File: src/rtl/ldi_pkg.sv
// rtl/ldi_pkg.sv - shared types and constants for the LDI display timing generator
package ldi_pkg;

    localparam int LDI_CW        = 12;
    localparam int LDI_MAX_TOTAL = 4096;

    localparam int LDI_H_ACTIVE = 1024;
    localparam int LDI_H_FRONT  = 24;
    localparam int LDI_H_SYNC   = 136;
    localparam int LDI_H_BACK   = 160;
    localparam int LDI_V_ACTIVE = 768;
    localparam int LDI_V_FRONT  = 3;
    localparam int LDI_V_SYNC   = 6;
    localparam int LDI_V_BACK   = 29;

    typedef enum logic {
        ST_IDLE = 1'b0,
        ST_RUN  = 1'b1
    } ldi_state_e;

endpackage

File: src/rtl/ldi_timing_cnt.sv
// rtl/ldi_timing_cnt.sv - wrapping position counter with active/sync region decode of its next value
module ldi_timing_cnt
    import ldi_pkg::*;
#(
    parameter int active = 8,
    parameter int front  = 2,
    parameter int sync   = 3,
    parameter int back   = 3
) (
    input  logic              clk,
    input  logic              reset_n,
    input  logic              clear_i,
    input  logic              advance_i,
    output logic [LDI_CW-1:0] count_d_o,
    output logic              wrap_o,
    output logic              active_d_o,
    output logic              sync_d_o
);

    localparam int CW1   = LDI_CW + 1;
    localparam int TOTAL = active + front + sync + back;

    localparam logic [LDI_CW-1:0] LAST     = LDI_CW'(TOTAL - 1);
    localparam logic [CW1-1:0]    ACT_END  = CW1'(active);
    localparam logic [CW1-1:0]    SYNC_BEG = CW1'(active + front);
    localparam logic [CW1-1:0]    SYNC_END = CW1'(active + front + sync);

    if (TOTAL > LDI_MAX_TOTAL || active == 0 || sync == 0) begin : g_bad_param
        $error("ldi_timing_cnt: total above 4096 or zero-length active/sync region");
    end

    logic [LDI_CW-1:0] count_q;
    logic [LDI_CW-1:0] count_d;
    logic [CW1-1:0]    count_x;

    assign wrap_o = (count_q == LAST);

    always_comb begin
        count_d = count_q;
        if (clear_i) begin
            count_d = '0;
        end else if (advance_i) begin
            count_d = wrap_o ? '0 : count_q + LDI_CW'(1);
        end
    end

    // Regions decode the next count so the owner can register outputs in step with it.
    assign count_x    = {1'b0, count_d};
    assign count_d_o  = count_d;
    assign active_d_o = (count_x < ACT_END);
    assign sync_d_o   = (count_x >= SYNC_BEG) && (count_x < SYNC_END);

    always_ff @(posedge clk) begin
        if (!reset_n) begin
            count_q <= '0;
        end else begin
            count_q <= count_d;
        end
    end

endmodule

File: src/rtl/ldi_timing_gen.sv
// rtl/ldi_timing_gen.sv - LDI panel timing generator: sync, data enable and pixel position
module ldi_timing_gen
    import ldi_pkg::*;
#(
    parameter int   h_active  = LDI_H_ACTIVE,
    parameter int   h_front   = LDI_H_FRONT,
    parameter int   h_sync    = LDI_H_SYNC,
    parameter int   h_back    = LDI_H_BACK,
    parameter int   v_active  = LDI_V_ACTIVE,
    parameter int   v_front   = LDI_V_FRONT,
    parameter int   v_sync    = LDI_V_SYNC,
    parameter int   v_back    = LDI_V_BACK,
    parameter logic hsync_pol = 1'b1,
    parameter logic vsync_pol = 1'b1
) (
    input  logic              clk,
    input  logic              reset_n,
    input  logic              enable,
    input  logic              pll_locked,
    output logic              hsync,
    output logic              vsync,
    output logic              de,
    output logic [LDI_CW-1:0] x,
    output logic [LDI_CW-1:0] y,
    output logic              line_start,
    output logic              frame_start,
    output logic              running
);

    ldi_state_e state_q, state_d;

    logic lock_meta_q, lock_q;

    logic              cnt_clear;
    logic [LDI_CW-1:0] h_d, v_d;
    logic              h_wrap, v_wrap;
    logic              h_act_d, v_act_d;
    logic              h_sync_d, v_sync_d;
    logic              run_d;
    logic              de_d;

    logic              hsync_q, vsync_q, de_q, line_start_q, frame_start_q, running_q;
    logic [LDI_CW-1:0] x_q, y_q;

    always_comb begin
        state_d = state_q;
        unique case (state_q)
            ST_IDLE: if (enable && lock_q) state_d = ST_RUN;
            ST_RUN: begin
                if (!lock_q) begin
                    state_d = ST_IDLE;
                end else if (h_wrap && v_wrap && !enable) begin
                    state_d = ST_IDLE;
                end
            end
            default: state_d = ST_IDLE;
        endcase
    end

    // Counters stay at zero outside RUN and on the entry cycle, so RUN always opens at 0,0.
    assign cnt_clear = (state_q != ST_RUN) || (state_d != ST_RUN);
    assign run_d     = (state_d == ST_RUN);
    assign de_d      = run_d && h_act_d && v_act_d;

    ldi_timing_cnt #(
        .active (h_active),
        .front  (h_front),
        .sync   (h_sync),
        .back   (h_back)
    ) u_h_cnt (
        .clk        (clk),
        .reset_n    (reset_n),
        .clear_i    (cnt_clear),
        .advance_i  (1'b1),
        .count_d_o  (h_d),
        .wrap_o     (h_wrap),
        .active_d_o (h_act_d),
        .sync_d_o   (h_sync_d)
    );

    ldi_timing_cnt #(
        .active (v_active),
        .front  (v_front),
        .sync   (v_sync),
        .back   (v_back)
    ) u_v_cnt (
        .clk        (clk),
        .reset_n    (reset_n),
        .clear_i    (cnt_clear),
        .advance_i  (h_wrap),
        .count_d_o  (v_d),
        .wrap_o     (v_wrap),
        .active_d_o (v_act_d),
        .sync_d_o   (v_sync_d)
    );

    always_ff @(posedge clk) begin
        if (!reset_n) begin
            state_q       <= ST_IDLE;
            lock_meta_q   <= 1'b0;
            lock_q        <= 1'b0;
            hsync_q       <= ~hsync_pol;
            vsync_q       <= ~vsync_pol;
            de_q          <= 1'b0;
            x_q           <= '0;
            y_q           <= '0;
            line_start_q  <= 1'b0;
            frame_start_q <= 1'b0;
            running_q     <= 1'b0;
        end else begin
            state_q       <= state_d;
            lock_meta_q   <= pll_locked;
            lock_q        <= lock_meta_q;
            hsync_q       <= (run_d && h_sync_d) ? hsync_pol : ~hsync_pol;
            vsync_q       <= (run_d && v_sync_d) ? vsync_pol : ~vsync_pol;
            de_q          <= de_d;
            x_q           <= de_d ? h_d : '0;
            y_q           <= de_d ? v_d : '0;
            line_start_q  <= run_d && (h_d == '0);
            frame_start_q <= run_d && (h_d == '0) && (v_d == '0);
            running_q     <= run_d;
        end
    end

    assign hsync       = hsync_q;
    assign vsync       = vsync_q;
    assign de          = de_q;
    assign x           = x_q;
    assign y           = y_q;
    assign line_start  = line_start_q;
    assign frame_start = frame_start_q;
    assign running     = running_q;

endmodule
File: config.mk
export PLATFORM = sky130hd
export DESIGN_NAME = ldi_timing_gen
export DESIGN_NICKNAME = d
export VERILOG_FILES = /design/src/rtl/ldi_pkg.sv /design/src/rtl/ldi_timing_cnt.sv /design/src/rtl/ldi_timing_gen.sv
export SDC_FILE = /design/constraint.sdc
export NUM_CORES = 1
export LEC_CHECK = 0
export BUFFER_PORTS_ARGS = -buffer_cell sky130_fd_sc_hd__buf_2
export CORE_UTILIZATION = 37
export CTS_CLUSTER_DIAMETER = 80
export DETAILED_ROUTE_END_ITERATION = 12
export HOLD_SLACK_MARGIN = 0.12
export PLACE_DENSITY = 0.62
export SLEW_MARGIN = 20
export SYNTH_ARGS = -nofsm -noshare
export SYNTH_HDL_FRONTEND = slang
export SYNTH_SLANG_ARGS = --single-unit
File: constraint.sdc
create_clock -name clk -period 2.7 [get_ports clk]
set_input_delay 0.135 -clock clk [delete_from_list [all_inputs] [get_ports clk]]
set_output_delay 0.135 -clock clk [all_outputs]
set_load 0.1 [all_outputs]
# [Word level (Yosys, flattened, before mapping)]
# Index checks and enable logic that the tools add are counted.
[totals] register_bits=56 inputBits=4 output_inout_bits=30 wordCells=51
[op_classes] addsub=2 n_lt_le_gt_ge=6 n_eq_ne=2 n_mux=11 bitwise=2 reduce_logical=16
[ops] op="2-to-1 mux 12 bit" count=5
[ops] op="adder 12 x 1 -> 12 bit (second input constant)" count=2
[ops] op="zero test 12 bit" count=2
[ops] op="less-than comparator 12 x 10 -> 1 bit (second input constant)" count=2
[ops] op="less-than comparator 12 x 11 -> 1 bit (second input constant)" count=2
[ops] op="equality test 12 x 10 -> 1 bit (second input constant)" count=1
[ops] op="equality test 12 x 11 -> 1 bit (second input constant)" count=1
[ops] op=">= comparator 12 x 10 -> 1 bit (second input constant)" count=1
[ops] op=">= comparator 12 x 11 -> 1 bit (second input constant)" count=1
[ops] op="logical AND 1 bit" count=11
[ops] op="2-to-1 mux 1 bit" count=5
[ops] op="inverter 1 bit" count=2
[ops] op="one-hot mux 1 bit (2 select lines)" count=1
[ops] op="AND reduction 2 bit" count=1
[ops] op="zero test 1 bit" count=1
[ops] op="logical OR 1 bit" count=1

# [Logic depth before layout (Yosys ltp)]
# Gate-level depths: netlist of run 1.
[depth] ltp_word=13 ltp_mapped=12 ltp_nobuf=9

# [Cells and area by module]
# Synthesis of run 1 repeated with hierarchy kept, for this count alone.
[hier_totals] hier_cells=296 hier_area_um2=2641.3
[by_module_without_submodules] module="ldi_timing_gen" n_inst=1 cells_each=79 area_each_um2=992.2 seq_area_each_um2=640.6
[by_module_without_submodules] module="ldi_timing_cnt (u_v_cnt)" n_inst=1 cells_each=119 area_each_um2=885.8 seq_area_each_um2=240.2
[by_module_without_submodules] module="ldi_timing_cnt (u_h_cnt)" n_inst=1 cells_each=98 area_each_um2=763.2 seq_area_each_um2=240.2

# [Worst setup path before layout of run 1]
# OpenSTA, ideal clock, no wires.
[synth_timing] path_kind="reg-to-reg" from="reg u_h_cnt.count_q[0]" to="reg y_q[2] (netlist: y[2])" setup_ps=73 arrival_ps=2899 required_ps=2627 setup_slack_ps=-272 path_stages_with_launch=12 path_buffers=3 synth_period_minus_slack_ps=2972 path_cell_list="dfxtp_1 ha_1 clkbuf_1 nand2_1 or4_1 buf_2 nor3_1 mux2_2 o21a_1 or3_4 buf_6 nor3_2"
[synth_via] elab_chain_cells=13 word_cells_on_any_way=18 cone_classes="1 x add/sub; 2 x order compare; 1 x eq/ne; 7 x mux; 1 x bitwise; 6 x reduce/logical"
[synth_lines] element="from (decl)" line_no="ldi_timing_cnt.sv:32" source="logic [LDI_CW-1:0] count_q;"
[synth_lines] element="from (signal assigned)" line_no="ldi_timing_cnt.sv:57" source="count_q <= count_d;"
[synth_lines] element="equality test 12 x 11 -> 1 bit" line_no="ldi_timing_cnt.sv:36" source="assign wrap_o = (count_q == LAST);"
[synth_lines] element="logical AND 1 bit (2 in a row)" line_no="ldi_timing_gen.sv:52" source="end else if (h_wrap && v_wrap && !enable) begin"
[synth_lines] element="2-to-1 mux 1 bit" line_no="ldi_timing_gen.sv:52"
[synth_lines] element="2-to-1 mux 1 bit" line_no="ldi_timing_gen.sv:50" source="if (!lock_q) begin"
[synth_lines] element="one-hot mux 1 bit (2 select lines)" line_no="ldi_timing_gen.sv:47" source="unique case (state_q)"
[synth_lines] element="inverter 1 bit" line_no="ldi_timing_gen.sv:61" source="assign cnt_clear = (state_q != ST_RUN) || (state_d != ST_RUN);"
[synth_lines] element="logical OR 1 bit" line_no="ldi_timing_gen.sv:61"
[synth_lines] element="2-to-1 mux 12 bit" line_no="ldi_timing_cnt.sv:40" source="if (clear_i) begin"
[synth_lines] element="less-than comparator 12 x 11 -> 1 bit" line_no="ldi_timing_cnt.sv:50" source="assign active_d_o = (count_x < ACT_END);"
[synth_lines] element="logical AND 1 bit (2 in a row)" line_no="ldi_timing_gen.sv:63" source="assign de_d = run_d && h_act_d && v_act_d;"
[synth_lines] element="AND reduction 2 bit (no line)"
[synth_lines] element="to (signal assigned)" line_no="ldi_timing_gen.sv:118" source="y_q <= de_d ? v_d : '0;"
[synth_lines] element="to (decl)" line_no="ldi_timing_gen.sv:43" source="logic [LDI_CW-1:0] x_q, y_q;"
# Several ways; a longest one is shown, not always the timed one.
# A chain may end at the register's enable or synchronous reset.

# [Final worst setup path of run 1]
[layout_timing] from="reg u_h_cnt.count_q[6]" to="reg frame_start_q (netlist: frame_start)"
[layout_via] elab_chain_cells=12 word_cells_on_any_way=17 cone_classes="1 x add/sub; 1 x eq/ne; 7 x mux; 1 x bitwise; 7 x reduce/logical"
[layout_lines] element="equality test 12 x 11 -> 1 bit" line_no="ldi_timing_cnt.sv:36"
[layout_lines] element="logical AND 1 bit (2 in a row)" line_no="ldi_timing_gen.sv:52"
[layout_lines] element="2-to-1 mux 1 bit" line_no="ldi_timing_gen.sv:52"
[layout_lines] element="2-to-1 mux 1 bit" line_no="ldi_timing_gen.sv:50"
[layout_lines] element="one-hot mux 1 bit (2 select lines)" line_no="ldi_timing_gen.sv:47"
[layout_lines] element="inverter 1 bit" line_no="ldi_timing_gen.sv:61"
[layout_lines] element="logical OR 1 bit" line_no="ldi_timing_gen.sv:61"
[layout_lines] element="2-to-1 mux 12 bit" line_no="ldi_timing_cnt.sv:40"
[layout_lines] element="zero test 12 bit" line_no="ldi_timing_gen.sv:120" source="frame_start_q <= run_d && (h_d == '0) && (v_d == '0);"
[layout_lines] element="logical AND 1 bit" line_no="ldi_timing_gen.sv:120"
[layout_lines] element="logical AND 1 bit *" line_no="ldi_timing_gen.sv:120"
[layout_lines] element="to (signal assigned)" line_no="ldi_timing_gen.sv:120"
[layout_lines] element="to (decl)" line_no="ldi_timing_gen.sv:42" source="logic hsync_q, vsync_q, de_q, line_start_q, frame_start_q, running_q;"
# Mark *: on every way between the ends. The rest lies on a longest branch, timed or not.

==> results_dict.tcl, run 1 <==
set metrics [dict create \
    p_int_mw 1.049 \
    swShare 0.2259 \
    outcome "complete, but fails checks" \
    grt_pass1_vias 1894 \
    synth-seq-area-share 0.4642 \
    max_clock_freq_ghz 0.3608 \
    worst_slew_pin_slew_ns 0.5874 \
    drcViolationCount 0 \
    grt_usage 0.1837 \
    multi_input_area_sq_um 1341 \
    cts_buffers 5 \
    grt_pass1_wl_um 9232 \
    nNetsFinal 341 \
    initial_utilization 0.3825 \
    vias 2119 \
    vdd_ir_drop_max_uv 219.3 \
    viasPerCell 5.143 \
    required_ns 2.92 \
    die_x_um 82.79 \
    cts.reportedPaths.clkPinSlew_ns 0.09 \
    yosys-top-cells-area "dfxtp_1 46%, nor2_1 5.8%, nor3_1 3.9%" \
    critPathBufInv 0 \
    portBuffers 33 \
    post-route-period-util 1.027 \
    crit_fanout 5 \
    synth_cell_types 54 \
    yosysTopAreaCell "dfxtp_1" \
    ys_top_cells_by_count "56 x dfxtp_1, 37 x nor2_1, 25 x nand2_1, 19 x nor3_1, 10 x xnor2_1" \
    diodes 0 \
    leakage_nw 1.195 \
    combPwrFrac 0.040 \
    finalCriticalPeriod_ns 2.772 \
    finalSetupViolations 13 \
    clk_latency_ns 0.31 \
    seqCellArea_sq_um 1122 \
    synthFlopType "dfxtp_1" \
    n_fill_cell 627 \
    num_io_pins 34 \
    synth-async-reset-ratio 0 \
    layout-drive-gt1-share 0.3373 \
    core-area_sq_um 6314 \
    wire_per_inst_um 14.44 \
    placementRows 29 \
    endpoint_kind "flip-flop" \
    clock_sinks 56 \
    drtPass1Iterations 4 \
    sequentialPowerShare 0.615 \
    rsz0062_at_grt "true" \
    synth_most_common_cell "dfxtp_1" \
    start_kind "flip-flop" \
    syn_inst 271 \
    cts_root_buffer "clkbuf_8" \
    criticalPathCategory "reg2reg" \
    syn2layout_area_growth_pct 28.19 \
    antenna_found_initial 0 \
    relSlewSlack 0.6066 \
    grt_start_max_net_pins 17 \
    power_density_nw_per_um2 437.7 \
    htree_levels 2 \
    arrival_ns 2.99 \
    switching_power_uw 306.1 \
    cts_buffer_depth 2 \
    critical-path-max-stage-delay_ns 0.58 \
    cp_common_cell "or4b_4" \
    postRouteAntennaNets 0 \
    slowest_stage "or4b_4" \
    gr-total-overflow 0 \
    dp_hpwl_um 4217 \
    cts_tree "built" \
    utilization 0.4903 \
    violations "negative setup slack" \
    ys_warn_count 0 \
    power_frac_clock 0.346 \
    drtIter0Drc 118 \
    setup_ws_ns -0.07162 \
    synth-edff-count 0 \
    finalSetupTns_ns -0.2876 \
    rrSetupSlack_ns -0.07 \
    die_h_um 82.79 \
    synth-seq-cells 56 \
    hold_viol 0 \
    syn_avg_cell_area_sq_um 8.911 \
    gp_congestion 0.9046 \
    cap_violations 0 \
    slew_viol_final 0 \
    synth_area_sq_um 2415 \
    die_area_sq_um 6853 \
    routed_wl_um 5951 \
    synth_top_area_share 0.4642 \
    path_delay_family "simple AND/OR/NAND/NOR gates" \
    fin_skew_ns 0.005784 \
    min_path_type "in2reg" \
    critical_path.cell_chain "or4b_4, or4_4, nand2_8, nor2_2, a2111o_1, or4b_4, nor4_2" \
]
[kinds of logic (layout without fill, tap and decap cells)]
logic type | Yosys count | count (layout) | share of synthesized area
AND/OR/NAND/NOR | 137 | 140 | 0.3052
AO/OA/AOI/OAI | 30 | 30 | 0.08757
XOR/XNOR | 18 | 18 | 0.06528
other | 1 | 4 | 0.001553
adder cells (fa/ha/maj) | 3 | 3 | 0.01555
multiplexers | 3 | 3 | 0.01399
flip-flops | 56 | 56 | 0.4643
buffers and inverters | 23 | 81 | 0.04663
[metal layers]
| metal | global-route usage | part of all wire |
|---|---|---|
| met1 | 0.2371 | 0.46 |
| met4 | 0.05345 | 0.012 |
| met5 | 0 | 0 |
| met3 | 0.03607 | 0.039 |
| met2 | 0.3082 | 0.49 |
[worst register-to-register path, delay by kind of cell, from the launching register on]
family	cells	cell delay (ns)
AOI/OAI and AO/OA	1	0.38
and+or+nand+nor	6	1.99
DFF	1	0.33
[layout make-up]
| type | count | area share |
|---|---|---|
| timing repair buffer | 65 | 0.1330 |
| clock inverter | 1 | 0.002425 |
| sequential | 56 | 0.3626 |
| multi-input combinational | 198 | 0.4333 |
| inverter | 8 | 0.009701 |
| tap | 77 | 0.03112 |
| clock buffer | 7 | 0.02789 |
[through the flow]
step	cell area (sq um)	total power [mW]	hold WS, ns	setup slack (ns)	cells
finish	3095	1.355	0.1808	-0.07162	412
global route	3095	1.411	0.1832	-0.2545	412
CTS	2995	1.371	0.1761	-0.08009	409
detailed placement	2880	0.9030	0.3520	-0.08589	399
global placement	2880	0.9028	0.3438	-0.04861	399
floorplan	2494	0.8933	0.2623	-0.1335	274
[final timing paths]
kind,from,end,cells past startpoint
worst max-delay path,u_h_cnt.count_q[6]$_SDFF_PN0_,frame_start$_SDFF_PN0_,7
worst min-delay path,reset_n,lock_meta_q$_SDFF_PN0_,2
worst max register to register,u_h_cnt.count_q[6]$_SDFF_PN0_,frame_start$_SDFF_PN0_,7
worst min register to register,lock_meta_q$_SDFF_PN0_,lock_q$_SDFF_PN0_,1
[registers in the layout, indices dropped and copies added, names as in the netlist]
signal           flops
x                   12
hsync                1
line_start           1
running              1
u_v_cnt.count_q     12
de                   1
y                   12
u_h_cnt.count_q     12
lock_meta_q          1
lock_q               1
vsync                1
frame_start          1
[power by group through the flow]
stage | clock, mW | combinational (mW) | sequential (mW)
final | 0.468 | 0.0541 | 0.833
after global routing | 0.520 | 0.0567 | 0.834
after CTS | 0.485 | 0.0527 | 0.833
after detailed placement | 0 | 0.0508 | 0.852
after global placement | 0 | 0.0507 | 0.852
after floorplan | 0 | 0.0106 | 0.883
[repair_timing]
action | 4_1_cts | 5_1_grt
setup buffers | 0 | 1
hold buffers | 1 | 0
pin swaps | 0 | 2
hold endpoints to repair | 1 | 0
endpoints found under the setup margin | 21 | 24
resized for setup | 1 | 18
cloned | 1 | 2
[layout by cell type, fill, tap and decap left out, types with 3 or more instances in the layout]
master,n
a21oi_1,6
a31oi_1,3
and2_1,7
buf_2,33
buf_4,30
clkbuf_8,6
conb_1,4
dfxtp_1,55
ha_1,3
inv_1,7
nand2_1,25
nand3_1,8
nand3b_1,3
nand4_1,8
nor2_1,32
nor2_2,4
nor2b_1,3
nor3_1,8
nor3_2,10
nor4_1,3
o21ai_0,5
or3_4,3
xnor2_1,10
xor2_1,8
No activity file was read; power rests on OpenSTA's default activity.
==> run 2, diff against run 1 <==
- SKIP_CTS_REPAIR_TIMING: default -> 1
==> results_dict.tcl, run 2 (synthesized netlist as in run 1, its figures left out) <==
set metrics [dict create \
    outcome "complete, but fails checks" \
    violations "negative setup slack" \
    required_ns 2.94 \
    utilization 0.4851 \
    grt_pass1_wl_um 9011 \
    initial_utilization 0.3825 \
    start_kind "flip-flop" \
    drcViolationCount 0 \
    endpoint_kind "flip-flop" \
    final_cell_mix "55 x dfxtp_1, 34 x nor2_1, 33 x buf_2, 30 x buf_4, 25 x nand2_1" \
    relSlewSlack 0.6393 \
    rsz0062_at_grt "true" \
    worst_slew_pin_slew_ns 0.5386 \
    dp_slack_ns -0.08589 \
    cap_violations 0 \
    nNetsFinal 340 \
    placementRows 29 \
    portBuffers 33 \
    final_common_cell "dfxtp_1" \
    vdd_ir_drop_max_uv 221.6 \
    finalCriticalPeriod_ns 2.851 \
    finalSetupViolations 22 \
    drtIter0Drc 126 \
    clk_latency_ns 0.31 \
    layout-drive-gt1-share 0.3263 \
    num_io_pins 34 \
    postRouteAntennaNets 0 \
    die_x_um 82.79 \
    wire_per_inst_um 14.36 \
    drtPass1Iterations 4 \
    die_area_sq_um 6853 \
    reg2reg_depth 7 \
    arrival_ns 3.09 \
    power_density_nw_per_um2 443.1 \
    antenna_found_initial 0 \
    cts_buffers 5 \
    syn2layout_area_growth_pct 26.84 \
    grt_pass1_vias 1870 \
    post-route-period-util 1.056 \
    crit_fanout 6 \
    dp_hpwl_um 4217 \
    routed_wl_um 5900 \
    grt_usage 0.1781 \
    gr-total-overflow 0 \
    min_path_type "in2reg" \
    gp_congestion 0.9046 \
    core-area_sq_um 6314 \
    diodes 0 \
    fin_skew_ns 0.007539 \
    cts.reportedPaths.clkPinSlew_ns 0.09 \
    die_h_um 82.79 \
    leakage_nw 1.172 \
    cts_tree "built" \
    hold_viol 0 \
    finalSetupTns_ns -1.506 \
    htree_levels 2 \
    viasPerCell 5.102 \
    setup_ws_ns -0.1508 \
    vias 2097 \
    cts_root_buffer "clkbuf_8" \
    cts_buffer_depth 2 \
    hold_depth 2 \
    clock_sinks 56 \
    slew_viol_final 0 \
    grt_start_max_net_pins 22 \
    max_clock_freq_ghz 0.3508 \
    criticalPathCategory "reg2reg" \
]
==> run 2: cell types whose count changed in the layout (fill, tap and decap cells not counted) <==
cell / before / now
nor3_4: 2 / 1
nor2_2: 4 / 3
nor2_1: 32 / 34
nor3_1: 8 / 9
nor2_4: 1 / 0
buf_6: 1 / 0
==> run 2: worst paths after layout <==
kind | start | end | slack (ns)
max | u_h_cnt.count_q[6]$_SDFF_PN0_ | y[2]$_SDFF_PN0_ | -0.15
min | reset_n | lock_meta_q$_SDFF_PN0_ | 0.18
max reg2reg | u_h_cnt.count_q[6]$_SDFF_PN0_ | y[2]$_SDFF_PN0_ | -0.15
min reg2reg | lock_meta_q$_SDFF_PN0_ | lock_q$_SDFF_PN0_ | 0.45
==> run 2: layout make-up <==
| class | instances | area, sq um |
|---|---|---|
| clock inverters | 1 | 7.507 |
| well taps | 77 | 96.34 |
| repair buffers | 64 | 400.4 |
| flip-flops and latches | 56 | 1122 |
| fillers | 625 | 3251 |
| multi-input cells | 198 | 1320 |
| inverters | 8 | 30.03 |
| clock buffers | 7 | 86.33 |
==> run 2: power by group <==
part	leakage, nW	internal (mW)	total [mW]	switching (mW)
Sequential	0.453	0.831	0.833	0.00193
Combinational	0.674	0.00935	0.0536	0.0443
Clock	0.0445	0.209	0.471	0.262
==> run 2: metrics by stage <==
step	cell area, sq um	instances	total power, mW	hold WS (ns)
2_1_floorplan	2494	274	0.8933	0.2623
3_3_place_gp	2880	399	0.9028	0.3438
3_5_place_dp	2880	399	0.9030	0.3520
4_1_cts	2974	407	1.369	0.02503
5_1_grt	3063	411	1.410	0.1858
6_report	3063	411	1.357	0.1802
==> run 2: routing by layer <==
metal  GRT usage  routed length, um
met5           0                  0
met4     0.05690                 74
met3     0.03607                225
met2      0.2984               2828
met1      0.2278               2771
==> run 2: worst max-delay path, stage by stage (launching register included) <==
cell and delay (ns):
dfxtp_2 0.33, or4b_4 0.56, or4_4 0.58, nor3_4 0.14
mux2_4 0.32, o21a_4 0.23, or3_4 0.45, nor3_2 0.17
